[src/rtl/ip_codma_pkg.sv]
// CODMA shared types: per-channel scheduler state and channel-count limit.
// Imported by the scheduler top and its round-robin arbiter.
package ip_codma_pkg;

  localparam int CODMA_MAX_CH = 16;

  typedef enum logic [1:0] {
    CH_IDLE    = 2'd0,
    CH_PENDING = 2'd1,
    CH_ACTIVE  = 2'd2,
    CH_ERROR   = 2'd3
  } ch_state_t;

endpackage

[src/rtl/ip_codma_rr_arb.sv]
// CODMA round-robin pick: first set bit of pend_i after ptr_i, wrapping.
// Ports: pend_i/ptr_i in; gnt_o one-hot, idx_o index, vld_o any pending.
module ip_codma_rr_arb #(
  parameter int N = 4,
  parameter int W = $clog2(N)
) (
  input  logic [N-1:0] pend_i,
  input  logic [W-1:0] ptr_i,
  output logic [N-1:0] gnt_o,
  output logic [W-1:0] idx_o,
  output logic         vld_o
);

  int         c;
  logic [W-1:0] ci;

  always_comb begin
    gnt_o = '0;
    idx_o = '0;
    vld_o = 1'b0;
    c     = 0;
    ci    = '0;
    for (int k = 1; k <= N; k++) begin
      c  = (int'(ptr_i) + k) % N;
      ci = W'(c);
      if (!vld_o && pend_i[ci]) begin
        vld_o     = 1'b1;
        gnt_o[ci] = 1'b1;
        idx_o     = ci;
      end
    end
  end

endmodule

[src/rtl/ip_codma_ch_sched.sv]
// CODMA multi-channel scheduler: per-channel start/IRQ/error, round-robin
// grant onto one shared engine. Optional watchdog: CODMA_TIMEOUT_EN.
// Ports: ch_start_i/ch_task_ptr_i/ch_err_clr_i per channel; ch_busy_o,
// ch_irq_o, ch_err_o status; eng_req_o/eng_ch_o/eng_task_ptr_o request,
// eng_ack_i/eng_done_i/eng_err_i engine replies, eng_abort_o watchdog kill.
module ip_codma_ch_sched #(
  parameter  int NUM_CH      = 4,
  parameter  int ADDR_W      = 32,
  parameter  int TIMEOUT_CYC = 1024,
  localparam int CH_W        = $clog2(NUM_CH)
) (
  input  logic                     clk,
  input  logic                     reset,
  input  logic [NUM_CH-1:0]        ch_start_i,
  input  logic [NUM_CH*ADDR_W-1:0] ch_task_ptr_i,
  input  logic [NUM_CH-1:0]        ch_err_clr_i,
  output logic [NUM_CH-1:0]        ch_busy_o,
  output logic [NUM_CH-1:0]        ch_irq_o,
  output logic [NUM_CH-1:0]        ch_err_o,
  output logic                     eng_req_o,
  output logic [CH_W-1:0]          eng_ch_o,
  output logic [ADDR_W-1:0]        eng_task_ptr_o,
  input  logic                     eng_ack_i,
  input  logic                     eng_done_i,
  input  logic                     eng_err_i,
  output logic                     eng_abort_o
);

  import ip_codma_pkg::*;

  ch_state_t         st_q  [NUM_CH];
  ch_state_t         st_d  [NUM_CH];
  logic [ADDR_W-1:0] ptr_q [NUM_CH];
  logic [ADDR_W-1:0] ptr_d [NUM_CH];

  logic [NUM_CH-1:0] irq_q, irq_d;
  logic [NUM_CH-1:0] pend, gnt;
  logic              req_q, req_d;
  logic              abort_q, abort_d;
  logic [CH_W-1:0]   ch_q, ch_d;
  logic [CH_W-1:0]   rr_q, rr_d;
  logic [CH_W-1:0]   arb_idx;
  logic [ADDR_W-1:0] eptr_q, eptr_d;
  logic [ADDR_W-1:0] gnt_ptr;
  logic              any_act, arb_vld, acc, tmo;

  assign acc = req_q & eng_ack_i;

  always_comb begin
    pend      = '0;
    any_act   = 1'b0;
    ch_busy_o = '0;
    ch_err_o  = '0;
    for (int i = 0; i < NUM_CH; i++) begin
      pend[i]      = (st_q[i] == CH_PENDING);
      any_act      = any_act | (st_q[i] == CH_ACTIVE);
      ch_busy_o[i] = (st_q[i] == CH_PENDING) |
                     (st_q[i] == CH_ACTIVE);
      ch_err_o[i]  = (st_q[i] == CH_ERROR);
    end
  end

  ip_codma_rr_arb #(
    .N (NUM_CH),
    .W (CH_W)
  ) u_arb (
    .pend_i (pend),
    .ptr_i  (rr_q),
    .gnt_o  (gnt),
    .idx_o  (arb_idx),
    .vld_o  (arb_vld)
  );

  always_comb begin
    gnt_ptr = '0;
    for (int i = 0; i < NUM_CH; i++)
      if (gnt[i]) gnt_ptr = gnt_ptr | ptr_q[i];
  end

`ifdef CODMA_TIMEOUT_EN
  localparam int WD_W = $clog2(TIMEOUT_CYC);
  logic [WD_W-1:0] wdog_q, wdog_d;

  always_comb begin
    wdog_d = wdog_q;
    if (acc)
      wdog_d = '0;
    else if (any_act)
      wdog_d = wdog_q + WD_W'(1);
  end

  // done/err in the limit cycle beat the watchdog
  assign tmo = any_act &&
               (wdog_q == WD_W'(TIMEOUT_CYC - 1)) &&
               !eng_done_i && !eng_err_i;

  always_ff @(posedge clk) begin
    if (reset) wdog_q <= '0;
    else       wdog_q <= wdog_d;
  end
`else
  assign tmo = 1'b0;
`endif

  always_comb begin
    irq_d   = '0;
    abort_d = tmo;
    for (int i = 0; i < NUM_CH; i++) begin
      st_d[i]  = st_q[i];
      ptr_d[i] = ptr_q[i];
      unique case (st_q[i])
        CH_IDLE: begin
          if (ch_start_i[i]) begin
            st_d[i]  = CH_PENDING;
            ptr_d[i] = ch_task_ptr_i[i*ADDR_W +: ADDR_W];
          end
        end
        CH_PENDING: begin
          if (acc && ch_q == CH_W'(i))
            st_d[i] = CH_ACTIVE;
        end
        CH_ACTIVE: begin
          if (eng_err_i || tmo) begin
            st_d[i] = CH_ERROR;
          end else if (eng_done_i) begin
            st_d[i]  = CH_IDLE;
            irq_d[i] = 1'b1;
          end
        end
        CH_ERROR: begin
          if (ch_err_clr_i[i])
            st_d[i] = CH_IDLE;
        end
        default: st_d[i] = CH_IDLE;
      endcase
    end
  end

  // grant is only re-evaluated when the engine is fully free
  always_comb begin
    req_d  = req_q;
    ch_d   = ch_q;
    eptr_d = eptr_q;
    rr_d   = rr_q;
    if (acc) begin
      req_d = 1'b0;
      rr_d  = ch_q;
    end else if (!req_q && !any_act && arb_vld) begin
      req_d  = 1'b1;
      ch_d   = arb_idx;
      eptr_d = gnt_ptr;
    end
  end

  always_ff @(posedge clk) begin
    if (reset) begin
      for (int i = 0; i < NUM_CH; i++) begin
        st_q[i]  <= CH_IDLE;
        ptr_q[i] <= '0;
      end
      irq_q   <= '0;
      req_q   <= 1'b0;
      abort_q <= 1'b0;
      ch_q    <= '0;
      eptr_q  <= '0;
      rr_q    <= CH_W'(NUM_CH - 1);
    end else begin
      for (int i = 0; i < NUM_CH; i++) begin
        st_q[i]  <= st_d[i];
        ptr_q[i] <= ptr_d[i];
      end
      irq_q   <= irq_d;
      req_q   <= req_d;
      abort_q <= abort_d;
      ch_q    <= ch_d;
      eptr_q  <= eptr_d;
      rr_q    <= rr_d;
    end
  end

  assign ch_irq_o       = irq_q;
  assign eng_req_o      = req_q;
  assign eng_ch_o       = ch_q;
  assign eng_task_ptr_o = eptr_q;
  assign eng_abort_o    = abort_q;

endmodule

[config.mk]
export PLATFORM = sky130hd
export DESIGN_NAME = ip_codma_ch_sched
export DESIGN_NICKNAME = d
export VERILOG_FILES = /design/src/rtl/ip_codma_pkg.sv /design/src/rtl/ip_codma_rr_arb.sv /design/src/rtl/ip_codma_ch_sched.sv
export SDC_FILE = /design/constraint.sdc
export NUM_CORES = 1
export LEC_CHECK = 0
export CAP_MARGIN = 20
export CORE_MARGIN = 2
export CORE_UTILIZATION = 33
export CTS_BUF_LIST = sky130_fd_sc_hd__clkbuf_2 sky130_fd_sc_hd__clkbuf_4 sky130_fd_sc_hd__clkbuf_8
export DETAILED_ROUTE_END_ITERATION = 10
export MAX_ROUTING_LAYER = met4
export REMOVE_ABC_BUFFERS = 1
export SLEW_MARGIN = 5
export SYNTH_ARGS = -nofsm -noshare
export SYNTH_HDL_FRONTEND = slang
export SYNTH_SLANG_ARGS = --single-unit
export TNS_END_PERCENT = 5
[constraint.sdc]
create_clock -name clk -period 3 [get_ports clk]
set_input_delay 0.75 -clock clk [delete_from_list [all_inputs] [get_ports clk]]
set_output_delay 0.75 -clock clk [all_outputs]
set_load 0.1 [all_outputs]
==> impl_metrics.yaml, run 1 <==
synth:
  ys_types: 46
  synth_top_cells_by_area: "dfxtp_1, nand2_1, a21oi_1, ha_1, a222oi_1"
  synth_top_cell_by_area: "dfxtp_1"
  ys_warn_count: 0
  yosys-top-cells-count: "nand2_1, dfxtp_1, a21oi_1"
  synth_edf_count: 0
  ys_seq_area_share_pct: 46.3
  syn_area_um2: 7650
  synth_fa_ha_area_share_pct: 5.23
  synth_top_flop_cell: "dfxtp_1"
  synth_top_family_by_area: "compound AO/OA/AOI/OAI gates"
  synth_simple_gate_area_share_pct: 20.0
  ys_ff_latch: 177
  synth_top_area_share_pct: 46.3
  synth_compound_area_share_pct: 20.9
  syn_inst: 933
  yosysMostFrequentCell: "nand2_1"
  async_flop_share_pct: 0
  synthMuxAreaShare_pct: 2.21
  synth_xor_area_share_pct: 0.114
  syn_avg_cell_area_um2: 8.20
timing:
  slew_headroom_pct: 40.2
  slew_violations: 0
  setup_viol: 0
  fmax_mhz: 346
  final.period_utilization_pct: 96.5
  finClkSkew_ns: 0.0129
  finalCriticalPeriod_ns: 2.89
  hold_viol_final: 0
  rsz0062_at_grt: "false"
  tns_ns: 0
  worst_pin_slew_ns: 0.893
setup_path:
  endpoint_kind: "register"
  ff2ff_setup_slack_ns: 0.11
  crit_type: "register to register"
  cp_cell_sequence: "inv_1 > ha_2 > mux4_2 > nor2b_4 > a221oi_4 > buf_12 > o21ai_4 > buf_12 > buf_4 > a222oi_1 > a31oi_1"
  regToRegStartpoint: "rr_q[1]"
  cp-start-kind: "register"
  crit_fanout: 15
  worstReg2RegEnd: "eng_task_ptr_o[1]"
  cpMostUsedCell: "buf_12"
  crit_slowest_cell: "mux4_2"
  reg2regPathDepth: 11
  slowest_delay_ns: 0.52
  cp.required_ns: 3.34
  arrival_ns: 3.23
  cp-startpoint: "rr_q[1]"
floorplan:
  row_count: 55
  io_pins: 189
  start_util_pct: 33.7
  core_area_um2: 22700
  dieWidth_um: 156
  dieHeight_um: 156
  die-area_um2: 24400
worst_hold_path:
  hp-class: "register to register"
  worstHoldStart: "ptr_q[1][6]"
  whs_path_depth: 2
  hold-path-endpoint: "ptr_q[1][6]"
cells_and_area:
  antenna_cells: 0
  fin_util_pct: 45.4
  final_nets: 1274
  drive_gt1_share_pct: 12.7
  fill_cells: 2264
  area_delta_synth_final_pct: 34.6
placement:
  io_buffers: 187
  post-dp-hpwl_um: 16600
  gp_congestion: 0.854
cts:
  cts_buffer_depth: 2
  cts_sinks: 177
  numCtsBuffers: 17
  clk_root_buffer_cell: "clkbuf_8"
  path_clk_slew_ns: 0.09
  cts_tree: "done"
  clk-insertion-delay-late_ns: 0.47
  htree_levels: 4
flow_run:
  cap_violations: 0
global_routing:
  grt_pass1_wl_um: 38800
  globalRouteTotalUtil_pct: 21.4
  antenna_found_initial: 0
  overflow: 0
  use_met3_pct: 4.10
  gr-usage-met2_pct: 32.9
  gr-max-usage-layer: "met2"
  use_met1_pct: 29.3
  grt_pass1_vias: 6915
  grt_max_degree: 67
route:
  route.detailed.drc: 0
  routed_wl_um: 26300
  drt_iter0_drc: 513
  drtPass1Iterations: 5
  drt-wirelength-per-cell_um: 18.8
  final_antenna_net_count: 0
  vias: 7306
  viasPerCell: 5.22
pwr:
  p_per_area_nw_per_um2: 1120
  worst_ir_drop_vdd_mv: 0.707
  p_leak_nw: 3.91
run_status:
  outcome: "completed"
==> worst max path at each step <==
| stage | end | cells after the start | slack (ns) |
|---|---|---|---|
| CTS | eng_task_ptr_o[15] | 8 | 0.006 |
| global route | eng_task_ptr_o[1] | 11 | 0.003 |
| detailed placement | eng_task_ptr_o[15] | 8 | -0.21 |
| floorplan | eng_task_ptr_o[2] | 3 | -2.32 |
| global placement | eng_task_ptr_o[13] | 8 | -0.09 |
| finish | eng_task_ptr_o[1] | 11 | 0.11 |
==> repair_timing <==
action                                  in CTS  in global routing
pin swaps                                    3                  3
cloned                                       3                  1
hold buffers                                 0                  0
gates resized for setup                      5                  7
buffers inserted                             0                  7
endpoints found under the setup margin      32                 32
==> metrics by stage <==
step | hold slack, ns | std cells | cell area, um^2 | setup WS (ns) | total power [W]
6_report | 0.458 | 1399 | 10300 | 0.106 | 0.0115
5_1_grt | 0.473 | 1399 | 10300 | 0.00289 | 0.0122
4_1_cts | 0.459 | 1391 | 10100 | 0.00622 | 0.0112
3_5_place_dp | 0.447 | 1356 | 9740 | -0.211 | 0.00940
3_3_place_gp | 0.442 | 1356 | 9740 | -0.0857 | 0.00933
2_1_floorplan | 0.430 | 862 | 7320 | -2.32 | 0.00764
==> worst max-delay path, delay by kind of cell (launching register included) <==
family | cells | cell delay (ns)
compound gates | 4 | 0.77
fa+ha+maj | 1 | 0.42
buf+inv | 4 | 0.57
flops | 1 | 0.33
mux | 1 | 0.52
simple gates | 1 | 0.15
==> layout by cell type (no fill, tap or decap), types with 5 or more instances in the layout <==
cell type	synthesis	layout
a21oi_1	141	141
a222oi_1	32	32
a311oi_1	26	26
a31oi_1	8	8
and2_1	9	5
buf_12	0	12
buf_4	1	65
clkbuf_8	0	18
clkdlybuf4s50_1	0	139
dfxtp_1	177	176
ha_1	32	31
inv_1	15	15
mux2i_1	9	9
nand2_1	306	302
nand2b_1	5	5
nor2_1	40	40
o21ai_4	0	6
o21bai_1	8	8
==> flip-flops by register name, indices dropped and copies added, names as in the netlist <==
signal and flops:
ptr_q 128, eng_task_ptr_o 32, st_q 8, ch_irq_o 4, eng_ch_o 2, rr_q 2, eng_req_o 1
==> metal layers <==
layer | vias up | share of wire, %
li1 | 3562 | -
met1 | 3452 | 46
met2 | 271 | 45
met3 | 21 | 7.3
met4 | 0 | 1.2
met5 | - | 0
==> power breakdown <==
part / internal [W] / switching (W)
logic: 0.00215 / 0.00467
clock network: 0.000614 / 0.000902
registers: 0.00286 / 0.000340
total: 0.00563 / 0.00591
==> logic make-up after synthesis <==
logic type	after synthesis
simple gates	383
compound gates	239
flops	177
buf+inv	87
fa+ha+maj	32
mux	13
other cells	1
xor+xnor	1
==> layout make-up <==
class                           count  area [um^2]  area share (%)
Clock buffer                       20          263            2.55
Sequential cell                   177         3540            34.4
Tap cell                          285          357            3.46
Inverter                           16         60.1           0.583
Clock inverter                     12         85.1           0.826
Multi-Input combinational cell    673         3870            37.6
Timing Repair Buffer              216         2120            20.6
Note: power is estimated with default switching activity, not from simulation.
==> run 2: changes to the inputs <==
Settings changed: RECOVER_POWER set to 25.
==> impl_metrics.yaml, run 2 (synthesis results as in run 1) <==
setup_path:
  ff2ff_setup_slack_ns: 0.09
  cp-start-kind: "register"
  cp.required_ns: 3.34
  endpoint_kind: "register"
  slowest_delay_ns: 0.52
  cp_cell_sequence: "inv_1 > ha_2 > mux4_2 > nor2b_4 > a221oi_4 > buf_12 > o21ai_4 > buf_12 > buf_4 > a222oi_1 > a31oi_1"
  arrival_ns: 3.25
  crit_fanout: 15
  crit_slowest_cell: "mux4_2"
  worstReg2RegEnd: "eng_task_ptr_o[0]"
  crit_type: "register to register"
  regToRegStartpoint: "rr_q[1]"
  cpMostUsedCell: "buf_12"
  reg2regPathDepth: 11
cts:
  clk-insertion-delay-late_ns: 0.47
  holdBufCountCts: 0
  clk_root_buffer_cell: "clkbuf_8"
  cts_tree: "done"
  cts_buffer_depth: 2
  path_clk_slew_ns: 0.09
  cts_sinks: 177
  numCtsBuffers: 17
  htree_levels: 4
timing:
  final.period_utilization_pct: 96.9
  holdWs_ns: 0.458
  fmax_mhz: 344
  setup_viol: 0
  rsz0062_at_grt: "false"
  finClkSkew_ns: 0.0113
  finalCriticalPeriod_ns: 2.91
  fin_ws_ns: 0.0937
  slew_violations: 26
  slew_headroom_pct: -3.99
  hold_viol_final: 0
  worst_pin_slew_ns: 1.56
floorplan:
  core_area_um2: 22700
  io_pins: 189
  dieHeight_um: 156
  row_count: 55
  dieWidth_um: 156
  die-area_um2: 24400
  start_util_pct: 33.7
worst_hold_path:
  hp-class: "register to register"
  worstHoldStart: "ptr_q[1][6]"
  hold-path-endpoint: "ptr_q[1][6]"
  whs_path_depth: 2
route:
  drt-wirelength-per-cell_um: 18.7
  drtPass1Iterations: 6
  routed_wl_um: 26200
  route.detailed.drc: 0
  final_antenna_net_count: 0
  drt_iter0_drc: 473
  vias: 7270
  viasPerCell: 5.20
pwr:
  clockPowerShare_pct: 13.2
  intPower_w: 0.00559
  p_sw_share_pct: 51.4
  worst_ir_drop_vdd_mv: 0.701
  p_comb_share_pct: 58.9
  sequentialPowerShare_pct: 27.9
  p_switching_w: 0.00590
  p_per_area_nw_per_um2: 1120
  p_leak_nw: 3.90
cells_and_area:
  fill_cells: 2270
  antenna_cells: 0
  drive_gt1_share_pct: 12.1
  regMostFlops: "ptr_q"
  largest_reg_flops: 128
  mostFrequentLayoutCell: "nand2_1"
  finalInstanceArea_um2: 10300
  fin_util_pct: 45.2
  layout_common_cells: "nand2_1, dfxtp_1, a21oi_1"
  final_nets: 1274
  area_delta_synth_final_pct: 34.2
placement:
  place_ws_ns: -0.211
  io_buffers: 187
  post-dp-hpwl_um: 16600
  place_area_um2: 9740
  gp_congestion: 0.854
global_routing:
  overflow: 0
  grt_pass1_wl_um: 38800
  grt_max_degree: 67
  antenna_found_initial: 0
  globalRouteTotalUtil_pct: 21.4
  grt_pass1_vias: 6915
run_status:
  outcome: "finished, violations left"
  violations: "max-capacitance violations, max-slew violations"
flow_run:
  cap_violations: 1
run 2: metrics by stage:
step,std cells,setup TNS (ns),power [W]
final,1399,0,0.0115
after global routing,1399,0,0.0121
after CTS,1391,0,0.0112
after detailed placement,1356,-4.74,0.00940
after global placement,1356,-1.86,0.00933
after floorplan,862,-78.30,0.00764
run 2: how the worst max path moves through the flow:
| stage | startpoint | end | slack (ns) |
|---|---|---|---|
| global placement | st_q[2][1] | eng_task_ptr_o[13] | -0.09 |
| finish | rr_q[1] | eng_task_ptr_o[0] | 0.09 |
| global route | rr_q[0] | eng_task_ptr_o[1] | 0.003 |
| detailed placement | st_q[2][1] | eng_task_ptr_o[15] | -0.21 |
| floorplan | eng_req_o | eng_task_ptr_o[2] | -2.32 |
| CTS | st_q[2][1] | eng_task_ptr_o[15] | 0.006 |
run 2: area by class of cell:
type / instances / area, um^2 / share of cell area, %
Multi-Input combinational cell: 673 / 3860 / 37.7
Timing Repair Buffer: 216 / 2090 / 20.4
Tap cell: 285 / 357 / 3.47
Sequential cell: 177 / 3540 / 34.5
Clock inverter: 12 / 85.1 / 0.829
Clock buffer: 20 / 263 / 2.56
Inverter: 16 / 60.1 / 0.585
run 2: layer usage:
| metal | wire, um | part of all wire, % | track usage, % |
|---|---|---|---|
| met5 | 0 | 0 | - |
| met2 | 11900 | 45 | 32.9 |
| met1 | 12100 | 46 | 29.3 |
| met4 | 331 | 1.3 | 5.02 |
| met3 | 1880 | 7.2 | 4.10 |
run 2: critical path: cells and delay by family (launching register included):
kind            cells  cell delay, ns
simple gates        1            0.16
compound gates      4            0.78
mux                 1            0.52
buf+inv             4            0.58
flops               1            0.33
fa+ha+maj           1            0.42
run 2: power groups by stage:
| stage | combinational [W] | clock [W] | sequential (W) |
|---|---|---|---|
| after floorplan | 0.00281 | 0 | 0.00484 |
| after global placement | 0.00609 | 0 | 0.00324 |
| after detailed placement | 0.00615 | 0 | 0.00325 |
| after CTS | 0.00642 | 0.00155 | 0.00320 |
| after global routing | 0.00721 | 0.00165 | 0.00326 |
| final | 0.00676 | 0.00152 | 0.00320 |
run 2: what timing repair did:
action | CTS | global route
gates cloned | 3 | 1
hold endpoints to repair | 0 | 0
gates resized for setup | 5 | 7
endpoints found under the setup margin | 32 | 32
setup buffers | 0 | 7
pin swaps | 3 | 3
==> run 3: changes to the inputs <==
Settings changed: RECOVER_POWER 25 to 100.
==> impl_metrics.yaml, run 3 (synthesis results as in run 1) <==
cts:
  cts_tree: "done"
  numCtsBuffers: 17
  clk_root_buffer_cell: "clkbuf_8"
  clk-insertion-delay-late_ns: 0.47
  cts_sinks: 177
  path_clk_slew_ns: 0.09
  holdBufCountCts: 0
  cts_buffer_depth: 2
  htree_levels: 4
floorplan:
  die-area_um2: 24400
  dieWidth_um: 156
  io_pins: 189
  core_area_um2: 22700
  row_count: 55
  dieHeight_um: 156
  start_util_pct: 33.7
global_routing:
  antenna_found_initial: 0
  globalRouteTotalUtil_pct: 21.4
  grt_max_degree: 67
  grt_pass1_wl_um: 38800
  grt_pass1_vias: 6915
  overflow: 0
setup_path:
  cp-start-kind: "register"
  endpoint_kind: "register"
  crit_fanout: 15
  arrival_ns: 3.26
  cp.required_ns: 3.34
  crit_type: "register to register"
pwr:
  p_leak_nw: 3.72
  worst_ir_drop_vdd_mv: 0.687
  p_per_area_nw_per_um2: 1120
timing:
  finClkSkew_ns: 0.0124
  finalCriticalPeriod_ns: 2.92
  worst_pin_slew_ns: 1.58
  setup_viol: 0
  hold_viol_final: 0
  fin_ws_ns: 0.0819
  slew_headroom_pct: -5.91
  rsz0062_at_grt: "false"
  fmax_mhz: 343
  slew_violations: 59
  final.period_utilization_pct: 97.3
  tns_ns: 0
route:
  vias: 7302
  drt_iter0_drc: 537
  routed_wl_um: 26300
  drtPass1Iterations: 5
  final_antenna_net_count: 0
  drt-wirelength-per-cell_um: 18.8
  route.detailed.drc: 0
  viasPerCell: 5.22
placement:
  gp_congestion: 0.854
  place_area_um2: 9740
  post-dp-hpwl_um: 16600
  io_buffers: 187
  place_ws_ns: -0.211
cells_and_area:
  regMostFlops: "ptr_q"
  antenna_cells: 0
  drive_gt1_share_pct: 8.17
  final_nets: 1274
  finalInstanceArea_um2: 10100
  mostFrequentLayoutCell: "nand2_1"
  largest_reg_flops: 128
  layout_common_cells: "nand2_1, dfxtp_1, a21oi_1"
  area_delta_synth_final_pct: 31.5
run_status:
  violations: "max-capacitance violations, max-slew violations"
  outcome: "finished, violations left"
worst_hold_path:
  hp-class: "register to register"
flow_run:
  cap_violations: 2
## run 3: changes by cell type in the layout (fill, tap and decap cells not counted)
cell,delta
and2_0,+1
and2_2,-1
buf_12,-1
buf_4,-49
clkbuf_1,+40
clkbuf_2,+9
clkbuf_4,+1
nand2_1,+1
nand2_2,-1
nor3_1,+1
nor3_2,-1
o22ai_1,+1
o22ai_4,-1
## run 3: power breakdown
part	switching, W	total (W)	internal (W)
registers	0.000338	0.00320	0.00286
clock network	0.000911	0.00153	0.000614
logic	0.00461	0.00653	0.00191
total	0.00586	0.0113	0.00539
## run 3: worst paths after layout
check              start           endpoint  slack (ns)  depth (start not counted)
max              rr_q[1]  eng_task_ptr_o[0]        0.08                         11
min          ptr_q[1][6]        ptr_q[1][6]        0.46                          2
max reg2reg      rr_q[1]  eng_task_ptr_o[0]        0.08                         11
min reg2reg  ptr_q[1][6]        ptr_q[1][6]        0.46                          2
## run 3: cell type report
type	instances	area, um^2
Fill cell	2309	12700
Multi-Input combinational cell	673	3840
Sequential cell	177	3540
Timing Repair Buffer	216	1900
Tap cell	285	357
Clock buffer	20	263
Clock inverter	12	85.1
Inverter	16	60.1
## run 3: layer usage
layer  global-route usage (%)  up-vias  routed length, um
met3                     4.10       26               1800
met2                     32.9      263              11800
met5                        -        -                  0
met4                     5.02        0                367
li1                         -     3563                  -
met1                     29.3     3450              12300
## run 3: per-stage QoR
step | total power (W) | util (%) | cells | hold WS [ns]
after floorplan | 0.00764 | - | 862 | 0.430
after global routing | 0.0119 | 44.3 | 1399 | 0.473
after global placement | 0.00933 | 42.9 | 1356 | 0.442
after CTS | 0.0112 | 44.7 | 1391 | 0.459
final | 0.0113 | 44.3 | 1399 | 0.458
after detailed placement | 0.00940 | 42.9 | 1356 | 0.447
## run 3: critical path, cell delays in order, from the launching register on
cell and delay (ns):
dfxtp_1 0.34, inv_1 0.10, ha_2 0.42, mux4_2 0.52, nor2b_4 0.16, a221oi_4 0.28, buf_12 0.16, o21ai_4 0.06
buf_12 0.17, clkbuf_1 0.12, a222oi_1 0.35, a31oi_1 0.12
## run 3: what timing repair did
action,CTS,global route
endpoints found under the setup margin,32,32
gates cloned,3,1
resized for setup,5,7
endpoints found under the hold margin,0,0
buffers inserted,0,7
pin swaps,3,3
